File: config.mk
export PLATFORM = sky130hd
export DESIGN_NAME = codec_reg_scheduler
export DESIGN_NICKNAME = d
export VERILOG_FILES = /design/src/rtl/codec_reg_scheduler.sv
export SDC_FILE = /design/constraint.sdc
export NUM_CORES = 1
export LEC_CHECK = 0
export ABC_AREA = 1
export BUFFER_PORTS_ARGS = -buffer_cell sky130_fd_sc_hd__buf_2
export CAP_MARGIN = 30
export CORE_ASPECT_RATIO = 1.1
export CORE_MARGIN = 4
export CORE_UTILIZATION = 48
export DETAILED_ROUTE_END_ITERATION = 16
export PLACE_DENSITY = 0.67
export SYNTH_ARGS = -nofsm -noshare
export SYNTH_HDL_FRONTEND = slang
export SYNTH_SLANG_ARGS = --single-unit
File: constraint.sdc
create_clock -name clk -period 2.8 [get_ports clk]
set_clock_uncertainty 0.05 [all_clocks]
set_input_delay 0 -clock clk [delete_from_list [all_inputs] [get_ports clk]]
set_output_delay 0 -clock clk [all_outputs]
set_load 0.005 [all_outputs]
File: src/rtl/codec_reg_scheduler.sv
// codec_reg_scheduler
// Shares the codec's write-only SPI control port between two register-write
// requesters. Port A (boot configurator) has fixed priority over port B
// (runtime controls). A granted write is handed to the SPI master through its
// DATA/TRG/RDY handshake, then cs is pulsed low for CS_PULSE cycles so the
// codec latches the word. A shadow of codec registers 0x00-0x0F suppresses
// redundant writes and provides readback.
//
// Ports:
//   clk, reset            system clock, synchronous active-high reset
//   a_req/a_addr/a_data   requester A write request (high priority)
//   a_ack                 one-cycle accept pulse for A
//   b_req/b_addr/b_data   requester B write request (low priority)
//   b_ack                 one-cycle accept pulse for B
//   spi_data              {addr[6:0], data[8:0]} word to the SPI master
//   spi_trg               one-cycle start pulse to the SPI master
//   spi_rdy               SPI master idle flag
//   cs                    codec chip select, idles high
//   busy                  high whenever the FSM is not idle
//   rd_addr               shadow readback address
//   rd_data/rd_valid      registered shadow data and valid bit at rd_addr
//   skip_count            number of suppressed writes, wraps at 255
module codec_reg_scheduler #(
  parameter int CS_PULSE       = 2,
  parameter bit SKIP_REDUNDANT = 1'b1
) (
  input  logic        clk,
  input  logic        reset,
  input  logic        a_req,
  input  logic [6:0]  a_addr,
  input  logic [8:0]  a_data,
  output logic        a_ack,
  input  logic        b_req,
  input  logic [6:0]  b_addr,
  input  logic [8:0]  b_data,
  output logic        b_ack,
  output logic [15:0] spi_data,
  output logic        spi_trg,
  input  logic        spi_rdy,
  output logic        cs,
  output logic        busy,
  input  logic [3:0]  rd_addr,
  output logic [8:0]  rd_data,
  output logic        rd_valid,
  output logic [7:0]  skip_count
);

  typedef enum logic [1:0] {IDLE, LOAD, XFER, LATCH} state_t;

  localparam logic [3:0] LAST_LATCH = 4'(CS_PULSE - 1);

  state_t      state;
  logic [3:0]  latch_cnt;
  logic [8:0]  shadow_data [16];
  logic [15:0] shadow_valid;

  logic        grant_ok;
  logic [6:0]  req_addr;
  logic [8:0]  req_data;
  logic        skip;
  logic [6:0]  lat_addr;
  logic [8:0]  lat_data;

  // Acks are decoded combinationally in the cycle the FSM accepts, so a
  // requester can drop req on the following cycle and back-to-back skipped
  // writes can be accepted one per cycle. Gated by reset so a request held
  // through reset is only accepted once reset has been released.
  assign grant_ok = !reset && (state == IDLE) && spi_rdy;
  assign a_ack    = grant_ok && a_req;
  assign b_ack    = grant_ok && !a_req && b_req;

  assign req_addr = a_req ? a_addr : b_addr;
  assign req_data = a_req ? a_data : b_data;

  // Address 0x0F is the codec reset and addresses above it are not shadowed,
  // so only 0x00-0x0E can ever be suppressed.
  assign skip = SKIP_REDUNDANT && (req_addr < 7'h0F) &&
                shadow_valid[req_addr[3:0]] &&
                (shadow_data[req_addr[3:0]] == req_data);

  // The word held in spi_data is the one that was sent, so the shadow is
  // updated from it at the end of the latch pulse.
  assign lat_addr = spi_data[15:9];
  assign lat_data = spi_data[8:0];

  always_ff @(posedge clk) begin
    if (reset) begin
      state        <= IDLE;
      spi_trg      <= 1'b0;
      cs           <= 1'b1;
      busy         <= 1'b0;
      spi_data     <= 16'h0000;
      skip_count   <= 8'h00;
      latch_cnt    <= 4'h0;
      shadow_valid <= 16'h0000;
      for (int i = 0; i < 16; i++) begin
        shadow_data[i] <= 9'h000;
      end
    end else begin
      case (state)
        IDLE: begin
          if (a_ack || b_ack) begin
            spi_data <= {req_addr, req_data};
            if (skip) begin
              skip_count <= skip_count + 8'd1;
            end else begin
              state   <= LOAD;
              spi_trg <= 1'b1;
              busy    <= 1'b1;
            end
          end
        end
        LOAD: begin
          spi_trg <= 1'b0;
          state   <= XFER;
        end
        XFER: begin
          // The master drops RDY when it samples TRG, so RDY high here
          // means the shift has finished.
          if (spi_rdy) begin
            state     <= LATCH;
            cs        <= 1'b0;
            latch_cnt <= LAST_LATCH;
          end
        end
        LATCH: begin
          if (latch_cnt == 4'h0) begin
            state <= IDLE;
            cs    <= 1'b1;
            busy  <= 1'b0;
            if (lat_addr < 7'h0F) begin
              shadow_data[lat_addr[3:0]]  <= lat_data;
              shadow_valid[lat_addr[3:0]] <= 1'b1;
            end else if (lat_addr == 7'h0F) begin
              shadow_valid <= 16'h0000;
            end
          end else begin
            latch_cnt <= latch_cnt - 4'd1;
          end
        end
        default: state <= IDLE;
      endcase
    end
  end

  // Readback sees the shadow as of the previous cycle; an update landing in
  // the same cycle as the read returns the old contents.
  always_ff @(posedge clk) begin
    if (reset) begin
      rd_data  <= 9'h000;
      rd_valid <= 1'b0;
    end else begin
      rd_data  <= shadow_data[rd_addr];
      rd_valid <= shadow_valid[rd_addr];
    end
  end

endmodule

==> key figures, run 1 <==
Power and ir drop
  • Power per cell area: 624 nW/um2
  • Switching portion of total power: 0.298
  • Worst supply voltage drop on vdd: 578 uV
  • Share of total power in the clock network: 0.363
  • Portion of total power attributed to sequential cells: 0.444
  • Power dissipated by switching net loads: 2.35 mW
  • Standby leakage power: 4.95 nW
  • Total power: 7.87 mW
  • Combinational group share of total power: 0.193
  • Cell-internal power: 5.52 mW

STA
  • Max-slew violation total from the final report: 0
  • Max frequency: 387 MHz
  • Setup repair after global routing missed its margin: no
  • Worst slew slack as a fraction of its limit: 0.458
  • Final min period: 2.59 ns
  • Hold Fails Final Rpt: 0
  • Worst hold slack across all endpoints: 0.00299 ns
  • Setup-failing EPs final: 0
  • Transition time of the tightest slew-check pin: 0.808 ns
  • Final period util: 0.923
  • Setup TNS Final: 0 ns

Yosys
  • Post-synthesis instance total: 1349
  • Seq cells post-synth: 203
  • Most used flip-flop cell after synthesis: edfxtp_1
  • Syn Std Cell Area: 10800 um2
  • Mean area per synthesized cell: 8.00 um2
  • Fraction of the yosys area taken by sequential cells: 0.510
  • Share of flip-flops with an asynchronous set or reset: 0
  • Syn. warnings: 0
  • Cell variety after synth: 36
  • Number of synthesized flops with an enable pin: 144

Die
  • Placeable Area: 22100 um2
  • Effective utilization at floorplan: 0.488
  • Height of the die: 165 um
  • Count of standard-cell rows: 57
  • Io pins: 80
  • Floorplan die area: 24900 um2
  • Die Span X: 151 um

Global routing
  • Vias in the first global route: 9739
  • Grt ovf: 0
  • Antenna violations before repair: 0
  • Pin count of the biggest net entering global routing: 44
  • Wire length of the first global-routing pass: 55.0 mm
  • Tot GR Track Use: 0.288

Setup path
  • Critical path capture point type: flop
  • Required time of the critical path: 3.14 ns
  • Worst path most repeated cell: inv_1
  • Cell Chain, Critical Path: inv_1 > ha_1 > inv_1 > nor3_1 > inv_1 > nor2_1 > nor2_1 > clkinv_1 > buf_4 > o21ai_0 > a21oi_1
  • Worst Reg-to-Reg Cells: 11
  • Worst path slowest cell: nor2_1
  • WS Path Type: reg -> reg
  • Critical path data arrival time: 2.92 ns
  • Type of element launching the critical path: flop
  • Critical path's largest stage delay: 0.59 ns
  • Largest fanout on the critical path: 23

Clock tree
  • Clock Sink Count: 203
  • Clock root buffer: clkbuf_16
  • Register clock-pin slew on the reported worst setup and hold paths: 0.06 ns
  • Num CTS Buffers: 23
  • CTS tree: yes
  • Maximum clock insertion buffer count: 3
  • CTS H-tree lvls: 1
  • Post-cts sizing count: 0
  • Clock latency of the later-clocked register in the worst-skew pair: 0.51 ns

Job
  • Number of max-cap violations: 0

Placed design
  • Post-DP HPWL: 23.9 mm
  • # port buffers: 79
  • # placed instances: 1703
  • Area after DPL: 11700 um2
  • Weighted congestion at the end of routability-driven global placement: 0.941

Finish
  • Fin cells: 1768
  • Share of post-route cells with drive strength above 1: 0.122
  • Sequential cell area: 5510 um2
  • Number of filler cells placed in the layout: 1993
  • Nets: 1505
  • Count of antenna diodes in the layout: 0
  • Design area: 12600 um2
  • Post-synthesis to final-layout area growth: 17.0%
  • Area of the multi-input gates: 4580 um2

Min path
  • Worst hold path cell count: 5
  • Worst hold path type: in -> reg

Route
  • DR DRC count: 0
  • Routed length on met3: 3.64 mm
  • Top routing layer used: met4
  • Routed met1 length: 13.8 mm
  • Number of design-rule violations left by the first detailed-router iteration: 1182
  • Routed length on met2: 17.3 mm
  • Routed vias/inst: 5.83
  • Via count of the routed design: 10300
  • Routed length per placed instance: 20.4 um
  • Total iterations of the first detailed-routing run: 6
  • Post-route antenna net violation count: 0
  • Total detailed-routing wirelength: 36.1 mm

Outcome
  • Run status: finished clean
## worst max-delay path: cells and delay by family, from the launching register on
| family | cells | cell delay [ns] |
|---|---|---|
| fa+ha+maj | 1 | 0.22 |
| compound gates | 2 | 0.23 |
| simple gates | 3 | 0.71 |
| flops | 1 | 0.36 |
| buf+inv | 5 | 0.89 |
## state kept, by name, summed over array words and instances (netlist names)
name          count
cs                1
skip_count        8
spi_data         16
state             2
rd_data           9
spi_trg           1
latch_cnt         4
busy              1
shadow_data     144
shadow_valid     16
rd_valid          1
## power by group through the flow
stage / sequential (mW) / combinational [mW] / clock (mW)
after CTS: 3.49 / 1.49 / 2.89
after global placement: 3.55 / 1.44 / 0
after detailed placement: 3.55 / 1.45 / 0
final: 3.49 / 1.52 / 2.86
after floorplan: 3.53 / 0.935 / 0
after global routing: 3.51 / 1.67 / 3.01
## final cells by class
| class | instances | area share |
|---|---|---|
| clock buffers | 36 | 0.0511 |
| clock inverters | 5 | 0.00377 |
| inverters | 87 | 0.0261 |
| multi-input cells | 981 | 0.363 |
| flip-flops and latches | 203 | 0.436 |
| well taps | 295 | 0.0292 |
| repair buffers | 161 | 0.0908 |
## synth_stat cells, types with 3 or more instances
library cell,number,area [um2]
nand4_1,18,113
clkinv_1,5,18.8
buf_6,7,78.8
buf_1,3,11.3
o22ai_1,9,56.3
nor3_1,6,30.0
edfxtp_1,144,4320
inv_1,80,300
nor2_1,254,953
o21ai_0,116,581
nand2_1,243,912
nand3b_1,4,30.0
o221ai_1,21,184
o211ai_1,22,165
nand3_1,194,971
clkbuf_1,52,195
ha_1,7,87.6
dfxtp_1,59,1180
buf_2,23,115
a21oi_1,56,280
a31oi_1,5,31.3
## layout by cell type, fill, tap and decap left out, types with 21 or more instances in the layout
| master | Yosys | final |
|---|---|---|
| o211ai_1 | 22 | 22 |
| inv_1 | 80 | 80 |
| nand3_1 | 194 | 194 |
| o221ai_1 | 21 | 21 |
| clkbuf_16 | 0 | 23 |
| o21ai_0 | 116 | 116 |
| nand2_1 | 243 | 243 |
| nor2_1 | 254 | 254 |
| a21oi_1 | 56 | 56 |
| dlygate4sd3_1 | 0 | 24 |
| edfxtp_1 | 144 | 144 |
| buf_2 | 23 | 79 |
| dfxtp_1 | 59 | 59 |
| buf_4 | 1 | 52 |
## kinds of logic (layout without fill, tap and decap cells)
group                    after synthesis  in the layout  synth area share
AO/OA/AOI/OAI                        234            234             0.124
flip-flops                           203            203             0.510
AND/OR/NAND/NOR                      730            730             0.288
adder cells (fa/ha/maj)                7              7           0.00812
buffers and inverters                173            289            0.0683
other                                  1              9          0.000348
XOR/XNOR                               1              1          0.000812
## stage by stage
| stage | util | setup slack, ns |
|---|---|---|
| after global placement | 0.529 | 0.249 |
| after detailed placement | 0.529 | 0.226 |
| after floorplan | - | 0.364 |
| after CTS | 0.571 | 0.281 |
| after global routing | 0.571 | 0.0193 |
| final | 0.571 | 0.214 |
## layer usage
| metal | track usage | up-vias |
|---|---|---|
| li1 | - | 4834 |
| met5 | 0 | - |
| met3 | 0.0521 | 84 |
| met4 | 0.124 | 0 |
| met2 | 0.471 | 543 |
| met1 | 0.376 | 4847 |
## worst paths after layout
check	start	to	slack [ns]
worst max-delay path	state[0]$_SDFFE_PP0P_	spi_data[10]$_SDFFE_PP0P_	0.21
worst max register to register	state[0]$_SDFFE_PP0P_	spi_data[10]$_SDFFE_PP0P_	0.21
worst min-delay path	a_data[6]	spi_data[6]$_SDFFE_PP0P_	0.003
worst min register to register	shadow_valid[15]$_SDFFE_PP0P_	shadow_valid[15]$_SDFFE_PP0P_	0.42
## repair_timing
action / in CTS / in global routing
endpoints found under the hold margin: 32 / 0
hold buffers: 24 / 0
setup buffers: 0 / 0
Power figures use the tool's default switching activity.
==> inputs of run 2 (changes only) <==
CELL_PAD_IN_SITES_DETAIL_PLACEMENT = 1   (was unset)
CELL_PAD_IN_SITES_GLOBAL_PLACEMENT = 1   (was unset)
CORE_UTILIZATION = 46   (was 48)
PLACE_DENSITY = 0.82   (was 0.67)
==> run 2 against run 1 <==
- critical path type unchanged
- clock power is 13% higher
- sequential power hardly changed
- count of clock-buffer cells in the layout is 1 lower
- first-iteration DRC count is 21% lower
- critical endpoint is now shadow_data[10][2]$_SDFFCE_PN0P_
- fmax is 0.32% higher
- combinational power hardly changed
- register-to-register slack hardly changed
- routed wire length is 9.0% higher
==> key figures, run 2 (synthesis gave the netlist of run 1 again) <==
Outcome
  • Run status: finished clean

Finish
  • Share of post-route cells with drive strength above 1: 0.124 (+0.00195)
  • Number of filler cells placed in the layout: 2794 (+40%)
  • Largest register FFs: 144 (unchanged)
  • Regs by FF count: shadow_data (144), shadow_valid (16), spi_data (16)
  • Post-synthesis to final-layout area growth: 17.8%
  • Commonest non-fill, non-tap cells in the layout: nor2_1 (254), nand2_1 (243), nand3_1 (194)
  • Most common cell after layout, fill and taps aside: nor2_1
  • Nets: 1496 (-0.60%)
  • Fin cells: 1767 (-0.057%)
  • Most flop-heavy register: shadow_data

STA
  • Hold Fails Final Rpt: 0 (unchanged)
  • Max frequency: 388 MHz (+0.32%)
  • Max-slew violation total from the final report: 0 (unchanged)
  • Transition time of the tightest slew-check pin: 0.857 ns (+0.0492 ns)
  • Setup repair after global routing missed its margin: no
  • Setup TNS Final: 0 ns (unchanged)
  • Final min period: 2.58 ns (-0.00820 ns)
  • Final period util: 0.921 (-0.00293)
  • Setup-failing EPs final: 0 (unchanged)
  • Worst slew slack as a fraction of its limit: 0.428 (-0.0295)

Min path
  • End point of the worst hold path: spi_data[6]$_SDFFE_PP0P_
  • Worst hold path type: in -> reg
  • Worst hold path startpoint: a_data[6]
  • Worst hold path cell count: 5 (unchanged)

Placed design
  • Post-DP HPWL: 25.1 mm (+4.8%)
  • # port buffers: 79 (unchanged)
  • Weighted congestion at the end of routability-driven global placement: 0.880 (-6.4%)
  • # placed instances: 1698 (-0.29%)

Setup path
  • Worst-case register-to-register setup slack: 0.22 ns (about the same)
  • Required time of the critical path: 2.91 ns (-0.23 ns)
  • WS Path Type: reg -> reg
  • Largest fanout on the critical path: 27 (+17%)
  • Critical path data arrival time: 2.68 ns (-0.24 ns)
  • Type of element launching the critical path: flop
  • Worst Reg-to-Reg Cells: 8 (-3)
  • Worst r2r dst: shadow_data[10][2]$_SDFFCE_PN0P_
  • Count of buffer and inverter cells on the critical path: 3 (-2)
  • Critical path capture point type: flop
  • Cell class contributing the biggest share of worst-path delay: simple AND/OR/NAND/NOR gates
  • Cell count along the critical path: 8 (-3)
  • Worst path slowest cell: nand2_1
  • Startpoint of the lowest-slack register-to-register path: state[0]$_SDFFE_PP0P_
  • Critical path's largest stage delay: 0.52 ns (-0.07 ns)
  • Cell Chain, Critical Path: ha_1 > inv_1 > nor2_1 > inv_1 > nor2_1 > buf_4 > nand4_1 > nand2_1

Route
  • Routed vias/inst: 6.03 (+3.4%)
  • Via count of the routed design: 10700 (+3.4%)
  • Routed length per placed instance: 22.3 um (+9.0%)
  • Total iterations of the first detailed-routing run: 5 (-1)
  • DR DRC count: 0 (unchanged)
  • Total detailed-routing wirelength: 39.4 mm (+9.0%)
  • Post-route antenna net violation count: 0 (unchanged)
  • Number of design-rule violations left by the first detailed-router iteration: 935 (-21%)

Die
  • Placeable Area: 23000 um2 (+4.1%)
  • Die Span X: 154 um (+2.0%)
  • Count of standard-cell rows: 58 (+1.8%)
  • Height of the die: 169 um (+2.0%)
  • Floorplan die area: 26000 um2 (+4.1%)
  • Io pins: 80 (unchanged)
  • Effective utilization at floorplan: 0.469 (-0.0190)

Clock tree
  • CTS H-tree lvls: 1 (unchanged)
  • Clock latency of the later-clocked register in the worst-skew pair: 0.52 ns (about the same)
  • Num CTS Buffers: 24 (+4.3%)
  • Register clock-pin slew on the reported worst setup and hold paths: 0.06 ns (about the same)
  • Maximum clock insertion buffer count: 3 (unchanged)
  • CTS tree: yes
  • Clock root buffer: clkbuf_16
  • Clock Sink Count: 203 (unchanged)
  • Post-CTS Setup Inserts: 0 (unchanged)

Power and ir drop
  • Power per cell area: 650 nW/um2 (+4.2%)
  • Standby leakage power: 4.98 nW (+0.53%)
  • Worst supply voltage drop on vdd: 421 uV (-27%)

Global routing
  • Pin count of the biggest net entering global routing: 79 (+80%)
  • Grt ovf: 0 (unchanged)
  • Wire length of the first global-routing pass: 61.5 mm (+12%)
  • Antenna violations before repair: 1 (+1)
  • Vias in the first global route: 11400 (+17%)
  • Tot GR Track Use: 0.298 (+0.00999)

Job
  • Number of max-cap violations: 0 (unchanged)
## run 2: final cells by class
cell class	instances	area [um2]	share of cell area
sequential	203	5510	0.433
clock inverter	9	101	0.00798
clock buffer	35	713	0.0561
inverter	87	333	0.0262
antenna	1	2.50	0.000197
tap	300	375	0.0295
multi-input combinational	981	4580	0.360
timing repair buffer	151	1100	0.0863
## run 2: report_power, final
part | internal, mW | switching (mW) | total [mW]
Clock | 1.95 | 1.29 | 3.24
Sequential | 3.39 | 0.118 | 3.51
Combinational | 0.470 | 1.05 | 1.52
## run 2: worst max-delay path by stage
stage                          startpoint                          endpoint
finish              state[0]$_SDFFE_PP0P_  shadow_data[10][2]$_SDFFCE_PN0P_
floorplan           state[0]$_SDFFE_PP0P_   shadow_data[2][0]$_SDFFCE_PN0P_
global route        state[0]$_SDFFE_PP0P_  shadow_data[10][7]$_SDFFCE_PN0P_
global placement                    a_req        skip_count[6]$_SDFFE_PP0P_
detailed placement                  a_req        skip_count[4]$_SDFFE_PP0P_
CTS                 state[0]$_SDFFE_PP0P_        skip_count[2]$_SDFFE_PP0P_
## run 2: routing by layer
layer  up-vias  GRT usage  share of wire
met1      5299      0.369           0.39
met2       425      0.505           0.48
met4         0      0.160          0.057
met5         -          0              0
met3       132     0.0399          0.064
li1       4801          -              -
## run 2: tightest hold or removal path: cells and delay by family
family,cells,cell delay (ns)
AOI/OAI and AO/OA,2,0.30
buffers and inverters,2,0.20
and+or+nand+nor,1,0.04
## run 2: stage by stage
stage	power, mW	worst slack [ns]	cell area (um2)	utilization	hold WS, ns
2_1_floorplan	4.47	0.364	10800	-	0.0377
3_3_place_gp	4.96	0.388	11600	0.506	0.256
3_5_place_dp	5.01	0.259	11600	0.506	0.270
4_1_cts	8.26	0.233	12700	0.552	0.00923
5_1_grt	8.61	0.0851	12700	0.552	0.0147
6_report	8.26	0.222	12700	0.552	0.00163
## run 2: timing repair
| action | in CTS | in global routing |
|---|---|---|
| gates resized for setup | 0 | 1 |
| hold buffers | 24 | 0 |
| endpoints found under the setup margin | 0 | 8 |
| hold endpoints to repair | 20 | 0 |
==> inputs of run 3 (changes only) <==
CTS_BUF_LIST = sky130_fd_sc_hd__clkbuf_16   (was unset)
==> run 3 against run 2 <==
- via count grew 0.16%
- hold slack better by 0.011 ns
- setup slack gained 0.022 ns
- final area down 0.39%
- count of clock-buffer cells in the layout fell by 10
- largest power group unchanged
- critical endpoint is now shadow_data[5][7]$_SDFFCE_PN0P_
- register-to-register slack better by 0.02 ns
- largest cell class unchanged
- sequential share of layout area increased by 0.17 points
- non-clock buffer count is the same
- fmax grew 0.84%
- sequential power about the same
- highest routed layer unchanged
- sequential cell count unchanged
- critical path depth is the same
==> key figures, run 3 (synthesis gave the netlist of run 1 again) <==
Outcome
  • Run status: finished clean

Clock tree
  • Clock Sink Count: 203 (unchanged)
  • Clock root buffer: clkbuf_16
  • Num CTS Buffers: 24 (unchanged)
  • CTS tree: yes
  • Register clock-pin slew on the reported worst setup and hold paths: 0.06 ns (about the same)
  • Clock latency of the later-clocked register in the worst-skew pair: 0.53 ns (about the same)
  • Maximum clock insertion buffer count: 3 (unchanged)
  • CTS H-tree lvls: 1 (unchanged)

STA
  • Worst slew slack as a fraction of its limit: 0.439 (+0.0103)
  • Post-route worst setup slack: 0.244 ns (+0.0216 ns)
  • Hold Fails Final Rpt: 0 (unchanged)
  • Setup TNS Final: 0 ns (unchanged)
  • Setup-failing EPs final: 0 (unchanged)
  • Setup repair after global routing missed its margin: no
  • Final period util: 0.913 (-0.00770)
  • Transition time of the tightest slew-check pin: 0.842 ns (-0.0154 ns)
  • Max frequency: 391 MHz (+0.84%)
  • Max-slew violation total from the final report: 0 (unchanged)
  • Final min period: 2.56 ns (-0.0216 ns)

Finish
  • Most flop-heavy register: shadow_data
  • Most common cell after layout, fill and taps aside: nor2_1
  • Fin cells: 1767 (unchanged)
  • Number of filler cells placed in the layout: 2778 (-0.57%)
  • Share of post-route cells with drive strength above 1: 0.121 (-0.00341)
  • Largest register FFs: 144 (unchanged)
  • Post-synthesis to final-layout area growth: 17.4%
  • Regs by FF count: shadow_data (144), shadow_valid (16), spi_data (16)
  • Commonest non-fill, non-tap cells in the layout: nor2_1 (254), nand2_1 (243), nand3_1 (194)
  • Nets: 1496 (unchanged)

Route
  • Routed vias/inst: 6.04 (+0.16%)
  • Routed length per placed instance: 22.2 um (-0.16%)
  • Post-route antenna net violation count: 0 (unchanged)
  • Total iterations of the first detailed-routing run: 5 (unchanged)
  • Via count of the routed design: 10700 (+0.16%)
  • Number of design-rule violations left by the first detailed-router iteration: 974 (+4.2%)
  • DR DRC count: 0 (unchanged)
  • Total detailed-routing wirelength: 39.3 mm (-0.16%)

Die
  • Height of the die: 169 um (unchanged)
  • Count of standard-cell rows: 58 (unchanged)
  • Placeable Area: 23000 um2 (unchanged)
  • Effective utilization at floorplan: 0.469 (unchanged)
  • Io pins: 80 (unchanged)
  • Die Span X: 154 um (unchanged)
  • Floorplan die area: 26000 um2 (unchanged)

Placed design
  • # placed instances: 1698 (unchanged)
  • # port buffers: 79 (unchanged)
  • Weighted congestion at the end of routability-driven global placement: 0.880 (unchanged)
  • Post-DP HPWL: 25.1 mm (unchanged)
  • Worst setup slack after placement: 0.259 ns (unchanged)

Setup path
  • Critical path capture point type: flop
  • Largest fanout on the critical path: 27 (unchanged)
  • Cell class contributing the biggest share of worst-path delay: simple AND/OR/NAND/NOR gates
  • Required time of the critical path: 2.90 ns (about the same)
  • Count of buffer and inverter cells on the critical path: 3 (unchanged)
  • Type of element launching the critical path: flop
  • Worst path slowest cell: nand2_1
  • Critical path's largest stage delay: 0.49 ns (-0.03 ns)
  • Cell Chain, Critical Path: ha_1 > inv_1 > nor2_1 > inv_1 > nor2_1 > buf_4 > nand4_1 > nand2_1
  • WS Path Type: reg -> reg
  • Critical path data arrival time: 2.66 ns (-0.02 ns)

Min path
  • Worst hold path type: in -> reg

Global routing
  • Grt ovf: 0 (unchanged)
  • Vias in the first global route: 11400 (+0.053%)
  • Pin count of the biggest net entering global routing: 79 (unchanged)
  • Tot GR Track Use: 0.297 (-0.00113)
  • Wire length of the first global-routing pass: 61.3 mm (-0.36%)
  • Antenna violations before repair: 1 (unchanged)

Power and ir drop
  • Worst supply voltage drop on vdd: 422 uV (+0.15%)
  • Total power: 8.11 mW (-1.9%)
  • Power per cell area: 641 nW/um2 (-1.5%)
  • Standby leakage power: 4.97 nW (-0.15%)

Job
  • Number of max-cap violations: 0 (unchanged)
==> run 3: power by group <==
group          switching (mW)  internal [mW]
combinational            1.05          0.470
sequential              0.118           3.39
clock                    1.29           1.80
==> run 3: final timing paths <==
kind / startpoint / to / slack, ns / cells after the start
worst min-delay path: a_data[6] / spi_data[6]$_SDFFE_PP0P_ / 0.01 / 5
worst max register to register: state[0]$_SDFFE_PP0P_ / shadow_data[5][7]$_SDFFCE_PN0P_ / 0.24 / 8
worst min register to register: shadow_valid[15]$_SDFFE_PP0P_ / shadow_valid[15]$_SDFFE_PP0P_ / 0.39 / 2
worst max-delay path: state[0]$_SDFFE_PP0P_ / shadow_data[5][7]$_SDFFCE_PN0P_ / 0.24 / 8
==> run 3: final cells by class <==
cell class | instances | area, um2 | area share
clock inverter | 19 | 139 | 0.0110
timing repair buffer | 151 | 1100 | 0.0866
tap | 300 | 375 | 0.0297
inverter | 87 | 333 | 0.0263
antenna | 1 | 2.50 | 0.000198
multi-input combinational | 981 | 4580 | 0.362
sequential | 203 | 5510 | 0.435
clock buffer | 25 | 626 | 0.0494
==> run 3: per-layer routing <==
layer,vias up,global-route usage,part of all wire,routed length [um]
li1,4803,-,-,-
met1,5296,0.369,0.39,15200
met2,451,0.505,0.49,19200
met3,124,0.0368,0.069,2710
met4,0,0.159,0.056,2190
met5,-,0,0,0
==> run 3: repair_timing <==
action	CTS	global route
setup buffers	0	0
setup endpoints to repair	0	9
hold buffers	24	0
endpoints found under the hold margin	20	0
gates resized for setup	0	1
==> run 3: metrics by stage <==
stage / hold WS, ns / instance area [um2] / utilization
detailed placement: 0.270 / 11600 / 0.506
CTS: 0.0113 / 12700 / 0.550
global placement: 0.256 / 11600 / 0.506
global route: 0.0144 / 12700 / 0.550
floorplan: 0.0377 / 10800 / -
finish: 0.0128 / 12700 / 0.550
==> run 3: worst register-to-register path, delay by kind of cell (launching register included) <==
| family | cells | cell delay (ns) |
|---|---|---|
| AND/OR/NAND/NOR | 4 | 0.92 |
| adder cells (fa/ha/maj) | 1 | 0.30 |
| flip-flops | 1 | 0.38 |
| buffers and inverters | 3 | 0.55 |
